--- src/rtl/block_serial_subtractor.sv ---
// Block-serial unsigned subtractor: computes a - b - bin one SIZE-bit block per cycle using carry-select adders.
// Optional macro BSS_OVERFLOW_EN adds a signed-overflow output (ovf).
module block_serial_subtractor #(
  parameter int N    = 32,
  parameter int SIZE = 4
) (
  input  logic         clk,
  input  logic         rst_n,
  input  logic         in_valid,
  output logic         in_ready,
  input  logic [N-1:0] a,
  input  logic [N-1:0] b,
  input  logic         bin,
  output logic         out_valid,
  input  logic         out_ready,
  output logic [N-1:0] diff,
  output logic         bout,
  output logic [1:0]   state_dbg,
`ifdef BSS_OVERFLOW_EN
  output logic         ovf,
`endif
  output logic         busy
);

  localparam int BLOCK = (SIZE >= 1) ? N / SIZE : 1;
  localparam int CW    = (BLOCK > 1) ? $clog2(BLOCK) : 1;

  if (SIZE < 1) begin : g_bad_size
    $error("block_serial_subtractor: SIZE must be at least 1");
  end else if (N % SIZE != 0) begin : g_bad_width
    $error("block_serial_subtractor: N must be a multiple of SIZE");
  end

  // Handshakes: a transfer happens on a rising edge where valid && ready;
  // in_ready is high only in IDLE, out_valid only in DONE, and DONE holds
  // diff/bout until out_ready is seen.
  typedef enum logic [1:0] {IDLE = 2'd0, RUN = 2'd1, DONE = 2'd2} state_t;

  state_t          state_q, state_d;
  logic [N-1:0]    a_q, b_q, diff_q;
  logic            carry_q;
  logic [CW-1:0]   cnt_q;
  logic            last_blk;
  int              idx;
  logic [SIZE-1:0] a_blk, nb_blk;
  logic [SIZE:0]   sum0, sum1, sel;

  assign last_blk = (cnt_q == CW'(BLOCK - 1));
  assign idx      = int'(cnt_q) * SIZE;
  assign a_blk    = a_q[idx +: SIZE];
  assign nb_blk   = ~b_q[idx +: SIZE];
  // Both carry-in outcomes are formed in parallel; the registered carry picks one.
  assign sum0     = {1'b0, a_blk} + {1'b0, nb_blk};
  assign sum1     = sum0 + {{SIZE{1'b0}}, 1'b1};
  assign sel      = carry_q ? sum1 : sum0;

  always_ff @(posedge clk or negedge rst_n) begin
    if (!rst_n) state_q <= IDLE;
    else        state_q <= state_d;
  end

  always_comb begin
    state_d   = state_q;
    in_ready  = 1'b0;
    out_valid = 1'b0;
    busy      = 1'b1;
    case (state_q)
      IDLE: begin
        in_ready = 1'b1;
        busy     = 1'b0;
        if (in_valid) state_d = RUN;
      end
      RUN:  if (last_blk) state_d = DONE;
      DONE: begin
        out_valid = 1'b1;
        if (out_ready) state_d = IDLE;
      end
      default: state_d = IDLE;
    endcase
  end

`ifdef BSS_OVERFLOW_EN
  logic ovf_q;
`endif

  always_ff @(posedge clk or negedge rst_n) begin
    if (!rst_n) begin
      a_q     <= '0;
      b_q     <= '0;
      diff_q  <= '0;
      carry_q <= 1'b0;
      cnt_q   <= '0;
`ifdef BSS_OVERFLOW_EN
      ovf_q   <= 1'b0;
`endif
    end else begin
      case (state_q)
        IDLE: if (in_valid) begin
          a_q     <= a;
          b_q     <= b;
          carry_q <= ~bin;
          cnt_q   <= '0;
        end
        RUN: begin
          diff_q[idx +: SIZE] <= sel[SIZE-1:0];
          carry_q             <= sel[SIZE];
          if (last_blk) begin
`ifdef BSS_OVERFLOW_EN
            // Carry into the MSB is recovered from the MSB sum bit and its operands.
            ovf_q <= (a_blk[SIZE-1] ^ nb_blk[SIZE-1] ^ sel[SIZE-1]) ^ sel[SIZE];
`endif
          end else begin
            cnt_q <= cnt_q + 1'b1;
          end
        end
        default: ;
      endcase
    end
  end

  assign diff      = diff_q;
  assign bout      = out_valid & ~carry_q;
  assign state_dbg = state_q;
`ifdef BSS_OVERFLOW_EN
  assign ovf       = out_valid & ovf_q;
`endif

endmodule

--- config.mk ---
export PLATFORM = sky130hd
export DESIGN_NAME = block_serial_subtractor
export DESIGN_NICKNAME = d
export VERILOG_FILES = /design/src/rtl/block_serial_subtractor.sv
export SDC_FILE = /design/constraint.sdc
export NUM_CORES = 1
export LEC_CHECK = 0
export CORE_MARGIN = 2
export CORE_UTILIZATION = 51
export CTS_BUF_LIST = sky130_fd_sc_hd__clkbuf_8 sky130_fd_sc_hd__clkbuf_16
export DETAILED_ROUTE_END_ITERATION = 12
export GPL_TIMING_DRIVEN = 0
export PLACE_DENSITY = 0.8
export SLEW_MARGIN = 40
export SYNTH_ARGS = -nofsm -noshare
export SYNTH_HDL_FRONTEND = slang
export SYNTH_SLANG_ARGS = --single-unit
--- constraint.sdc ---
create_clock -name clk -period 4 [get_ports clk]
set_input_delay 0.8 -clock clk [delete_from_list [all_inputs] [get_ports clk]]
set_output_delay 0.8 -clock clk [all_outputs]
set_load 0.02 [all_outputs]
==> results_dict.tcl, run 1 <==
set metrics [dict create \
    outcome "completed" \
    grt_max_degree 54 \
    power.total_mw 6.01 \
    max-vdd-ir-drop_mv 0.594 \
    overflow 0 \
    avgViaCountPerCell 5.35 \
    cts_buffers 9 \
    rr_startpoint "cnt_q[0]$_DFFE_PN0P_" \
    startpoint_type "flop" \
    insertion_delay_ns 0.37 \
    die_h_microns 102 \
    rows 35 \
    wirelength_microns 10100 \
    cp.required_ns 4.26 \
    cts_sinks 102 \
    crit_chain "buf_2 > mux4_1 > nand2_1 > nand2_1 > ha_1 > fa_1 > ha_1 > nand2_1 > xnor2_1 > nor2_1 > mux2_2" \
    holdWs_ns 0.327 \
    crit_slowest_cell "mux4_1" \
    rsz0062_at_grt "no" \
    period_minus_slack_ns 3.79 \
    ys_types 46 \
    first_pass_iters 4 \
    dieArea_sq_um 10300 \
    clockBufferDepth 2 \
    synthFlopType "dfrtp_1" \
    cts_resized 0 \
    path_class "flop to flop" \
    syn_area_sq_um 4860 \
    crit_path_end_kind "flop" \
    relSlewSlack 0.568 \
    synth.most_common_cell "dfrtp_1" \
    drc 0 \
    via_count 3218 \
    gp_congestion 0.795 \
    stdcell_count 601 \
    fin_worst_skew_ns 0.0118 \
    dieWidth_microns 102 \
    drtIter0Drc 134 \
    core_area_sq_um 9240 \
    io_buffers 106 \
    syn-num-nets 431 \
    cts_hold_buf 0 \
    finalWorstSetupSlack_ns 0.207 \
    avgSynthCellArea_sq_um 13.9 \
    n_antenna_cell 0 \
    finalHoldViolCount 0 \
    fin_crit_sh 0.948 \
    critPathMaxStageDelay_ns 0.61 \
    maxSlewViolCount 0 \
    async_flop_share 1.00 \
    placed_cells 585 \
    nets 549 \
    grt_pass1_vias 3435 \
    io-pin-count 107 \
    critPathBufInv 1 \
    crit_family "adder cells" \
    p_leak_nw 2.75 \
    cts_tree "yes" \
    synthCells 349 \
    synth-edff-count 0 \
    max_freq_mhz 264 \
    ys_ff_latch 102 \
    wl_per_cell_microns 16.9 \
    yosys_warnings 0 \
    hpwl_microns 7620 \
    crit_start "cnt_q[0]$_DFFE_PN0P_" \
    drive_gt1_frac 0.275 \
    worstPathArrival_ns 4.05 \
    grt_pass1_wl_microns 17000 \
    final_util 0.686 \
    cts-htree-levels 3 \
    synthTopCellsByArea "dfrtp_1 53%, mux2_2 18%, mux4_2 5.6%" \
    antenna_left 0 \
    finalSetupViolations 0 \
    synth_top_area_frac 0.525 \
    hp-class "primary input to asynchronous set/reset pin" \
    power_density_nw_per_um2 948 \
    drv_cap 0 \
    antenna_found_initial 0 \
    ys_top_cells_by_count "102 x dfrtp_1, 77 x mux2_2, 30 x nand2_1, 17 x nor2_1" \
    initial_core_util 0.526 \
    yosysTopAreaCell "dfrtp_1" \
    grt_util_all_layers 0.216 \
    pre_cts_ws_ns 0.198 \
    seq_area_frac_synth 0.525 \
    clockRootBuffer "clkbuf_8" \
    cts.clk_slew.worst_paths_ns 0.09 \
    critPathMaxFanout 10 \
    ff2ff_path_depth 11 \
    crit_top_cell "nand2_1" \
    cts_setup_buffers 0 \
    tightest_slew_ns 0.629 \
    areaGrowthSynthToFinish_pct 30.4 \
    worstSetupPathDepth 11 \
]
-- power by group --
| part | switching, mW | total, mW | internal (mW) |
|---|---|---|---|
| Combinational | 1.87 | 3.54 | 1.67 |
| Sequential | 0.256 | 1.77 | 1.51 |
| Clock | 0.350 | 0.699 | 0.349 |
| Total | 2.48 | 6.01 | 3.53 |
-- layout make-up --
type,count,area (sq um)
flip-flops and latches,102,2550
multi-input cells,224,2150
repair buffers,107,1090
plain buffers,16,139
clock inverters,7,90.1
clock buffers,9,124
well taps,129,161
fillers,683,2900
inverters,7,26.3
-- registers in the layout, indices dropped and copies added (netlist names) --
register / flops
carry_q: 1
cnt_q: 3
b_q: 32
diff: 32
a_q: 32
state_dbg: 2
-- through the flow --
stage | TNS (ns) | area [sq um]
final | 0 | 6340
after global placement | -157.15 | 6080
after global routing | 0 | 6340
after floorplan | 0 | 4860
after detailed placement | 0 | 6110
after CTS | 0 | 6330
-- routing by layer --
layer	global-route usage	part of all wire	up-vias
met4	0.0811	0.020	0
met2	0.355	0.48	99
met3	0.0518	0.057	16
met5	0	0	-
li1	-	-	1506
met1	0.278	0.44	1597
-- worst register-to-register path: stages (launching register included) --
cell	delay (ns)
dfrtp_1	0.47
buf_2	0.36
mux4_1	0.61
nand2_1	0.08
nand2_1	0.07
ha_1	0.25
fa_1	0.60
ha_1	0.18
nand2_1	0.09
xnor2_1	0.54
nor2_1	0.14
mux2_2	0.29
-- kinds of logic (layout without fill, tap and decap cells) --
| group | Yosys count | in the layout | synth area share |
|---|---|---|---|
| AOI/OAI and AO/OA | 33 | 33 | 0.0476 |
| adders and majority gates | 13 | 13 | 0.0350 |
| and+or+nand+nor | 69 | 69 | 0.0690 |
| xor gates and xnor gates | 3 | 3 | 0.00541 |
| buffers and inverters | 23 | 146 | 0.0337 |
| muxes | 106 | 106 | 0.284 |
| DFF | 102 | 102 | 0.525 |
-- path summary, 6_finish.rpt --
path                                   endpoint  slack (ns)
setup reg to reg           diff[10]$_DFFE_PN0P_        0.21
min in group clk           diff[11]$_DFFE_PN0P_        0.48
hold reg to reg            diff[11]$_DFFE_PN0P_        0.48
max in group asynchronous   a_q[13]$_DFFE_PN0P_        3.10
hold / removal             diff[11]$_DFFE_PN0P_        0.33
setup / recovery           diff[10]$_DFFE_PN0P_        0.21
-- placed cells by master, fill, tap and decap left out, drive strengths merged, types with 2 or more instances in the layout --
master / count
mux4: 16
mux2i: 7
dfrtp: 102
clkinv: 3
xnor2: 3
clkbuf: 11
nand3: 8
o21ai: 9
buf: 16
bufinv: 2
a211oi: 3
a21oi: 3
clkdlybuf4s50: 105
a22o: 3
o31ai: 6
ha: 12
a21o: 4
nand2: 30
mux2: 83
nor2: 18
inv: 8
Power figures use the tool's default switching activity.
==> run 2, diff against run 1 <==
CAP_MARGIN = 10   (was not set)
==> results of run 2 <==
Same layout as run 1: the final DEF is identical, and so are final timing and power.
==> run 3, diff against run 2 <==
CORE_UTILIZATION = 45   (was 51)
PLACE_DENSITY = 0.72   (was 0.8)
==> run 3 against run 2 <==
Compared with the run above:
- sequential cell count unchanged
- die area is 13% higher
- clock skew barely moved
- utilization fell by 8.1 points
- worst hold slack got worse by 0.037 ns
- register-to-register slack better by 0.07 ns
- worst setup slack improved by 0.075 ns
- clock power shrank 12%
- count of clock-buffer cells in the layout stayed put
- critical path type unchanged
- power shrank 3.1%
==> results_dict.tcl, run 3 (same netlist as run 1, synthesis figures left out) <==
set metrics [dict create \
    outcome "completed" \
    pre_cts_ws_ns 0.201 \
    die_h_microns 108 \
    p_sw_frac 0.419 \
    via_count 3207 \
    tightest_slew_ns 0.638 \
    grt_util_all_layers 0.188 \
    stdcell_count 608 \
    worstReg2RegEnd "diff[23]$_DFFE_PN0P_" \
    antenna_found_initial 0 \
    grt_max_degree 64 \
    rows 37 \
    grt_pass1_wl_microns 16800 \
    rr_startpoint "cnt_q[0]$_DFFE_PN0P_" \
    io-pin-count 107 \
    avgViaCountPerCell 5.27 \
    switching_power_mw 2.44 \
    p_leak_nw 2.73 \
    reg2reg_slack_ns 0.28 \
    dieArea_sq_um 11600 \
    power.internal_mw 3.38 \
    first_pass_iters 4 \
    drc 0 \
    place_area_sq_um 6120 \
    final_cell_mix "105 x clkdlybuf4s50_1, 102 x dfrtp_1, 77 x mux2_2, 30 x nand2_1, 17 x nor2_1" \
    areaGrowthSynthToFinish_pct 29.7 \
    hp-class "primary input to asynchronous set/reset pin" \
    n_antenna_cell 0 \
    clockRootBuffer "clkbuf_8" \
    max_freq_mhz 269 \
    worstPathArrival_ns 3.95 \
    io_buffers 106 \
    cts_sinks 102 \
    period_minus_slack_ns 3.72 \
    cts_buffers 9 \
    clockBufferDepth 2 \
    cts_tree "yes" \
    insertion_delay_ns 0.37 \
    overflow 0 \
    finalHoldViolCount 0 \
    path_class "flop to flop" \
    critPathMaxFanout 10 \
    wl_per_cell_microns 16.7 \
    drtIter0Drc 81 \
    finalSetupViolations 0 \
    cts_setup_buffers 0 \
    nets 549 \
    final_common_cell "clkdlybuf4s50_1" \
    fin_crit_sh 0.930 \
    cts.clk_slew.worst_paths_ns 0.10 \
    power_density_nw_per_um2 923 \
    antenna_left 0 \
    rsz0062_at_grt "yes" \
    gp_congestion 0.797 \
    grt_pass1_vias 3371 \
    clkPwrFrac 0.106 \
    crit_path_end_kind "flop" \
    drv_cap 0 \
    relSlewSlack 0.574 \
    startpoint_type "flop" \
    fillers 860 \
    max-vdd-ir-drop_mv 0.504 \
    wirelength_microns 10200 \
    finalWorstSetupSlack_ns 0.282 \
    final_util 0.605 \
    core_area_sq_um 10400 \
    maxSlewViolCount 0 \
    initial_core_util 0.467 \
    hpwl_microns 7810 \
    fin_worst_skew_ns 0.0122 \
    cp.required_ns 4.23 \
    dieWidth_microns 108 \
    design_area_sq_um 6300 \
    placed_cells 592 \
    tns_ns 0 \
    p_seq_frac 0.304 \
    ff2ff_path_depth 10 \
    drive_gt1_frac 0.275 \
    combPwrFrac 0.590 \
    cts-htree-levels 3 \
]
## run 3: cell count changes in the layout (fill, tap and decap cells not counted)
cell,change
xnor2_1,+1
bufinv_16,-2
inv_6,+3
clkinvlp_4,-1
xnor2_2,-1
inv_1,-1
inv_8,+1
## run 3: worst max-delay path, stage by stage (launching register included)
cell	delay [ns]
dfrtp_1	0.46
buf_2	0.37
mux4_1	0.61
nand2_1	0.08
nand2_1	0.08
ha_1	0.24
fa_1	0.41
xnor2_1	0.46
a211oi_1	0.11
a211oi_2	0.58
o31ai_1	0.17
## run 3: layer usage
| layer | vias to the layer above | wire [microns] | GRT usage |
|---|---|---|---|
| met5 | - | 0 | 0 |
| met4 | 0 | 187 | 0.0614 |
| met3 | 14 | 535 | 0.0460 |
| met2 | 92 | 4750 | 0.296 |
| met1 | 1590 | 4690 | 0.258 |
| li1 | 1511 | - | - |
## run 3: layout make-up
class / instances / area (sq um) / area share
clock inverter: 7 / 56.3 / 0.00893
multi-input combinational: 224 / 2140 / 0.340
clock buffer: 9 / 124 / 0.0196
tap: 136 / 170 / 0.0270
buffer: 16 / 139 / 0.0220
sequential: 102 / 2550 / 0.405
inverter: 7 / 26.3 / 0.00417
timing repair buffer: 107 / 1090 / 0.173
## run 3: what timing repair did
item / 4_1_cts / 5_1_grt
hold buffers: 0 / 0
gates resized for setup: 0 / 2
setup endpoints to repair: 0 / 12
## run 3: worst max path at each step
stage	start	to	slack, ns	depth (start not counted)
5_1_grt	cnt_q[0]$_DFFE_PN0P_	diff[26]$_DFFE_PN0P_	-0.02	11
2_1_floorplan	cnt_q[0]$_DFFE_PN0P_	diff[21]$_DFFE_PN0P_	0.85	10
3_3_place_gp	rst_n	b_q[26]$_DFFE_PN0P_	-1.58	1
4_1_cts	cnt_q[1]$_DFFE_PN0P_	diff[25]$_DFFE_PN0P_	0.20	10
3_5_place_dp	cnt_q[1]$_DFFE_PN0P_	diff[25]$_DFFE_PN0P_	0.20	10
6_report	cnt_q[0]$_DFFE_PN0P_	diff[23]$_DFFE_PN0P_	0.28	10
## run 3: power by group through the flow
stage,registers (mW),logic [mW],clock network [mW]
5_1_grt,1.83,3.81,0.676
2_1_floorplan,1.87,2.33,0
4_1_cts,1.77,3.48,0.633
6_report,1.77,3.44,0.615
3_5_place_dp,1.80,3.48,0
3_3_place_gp,1.77,3.36,0
## run 3: stage by stage
step	hold WS (ns)	total power [mW]
4_1_cts	0.289	5.89
2_1_floorplan	0.452	4.20
6_report	0.290	5.82
3_3_place_gp	0.463	5.13
3_5_place_dp	0.467	5.27
5_1_grt	0.294	6.31
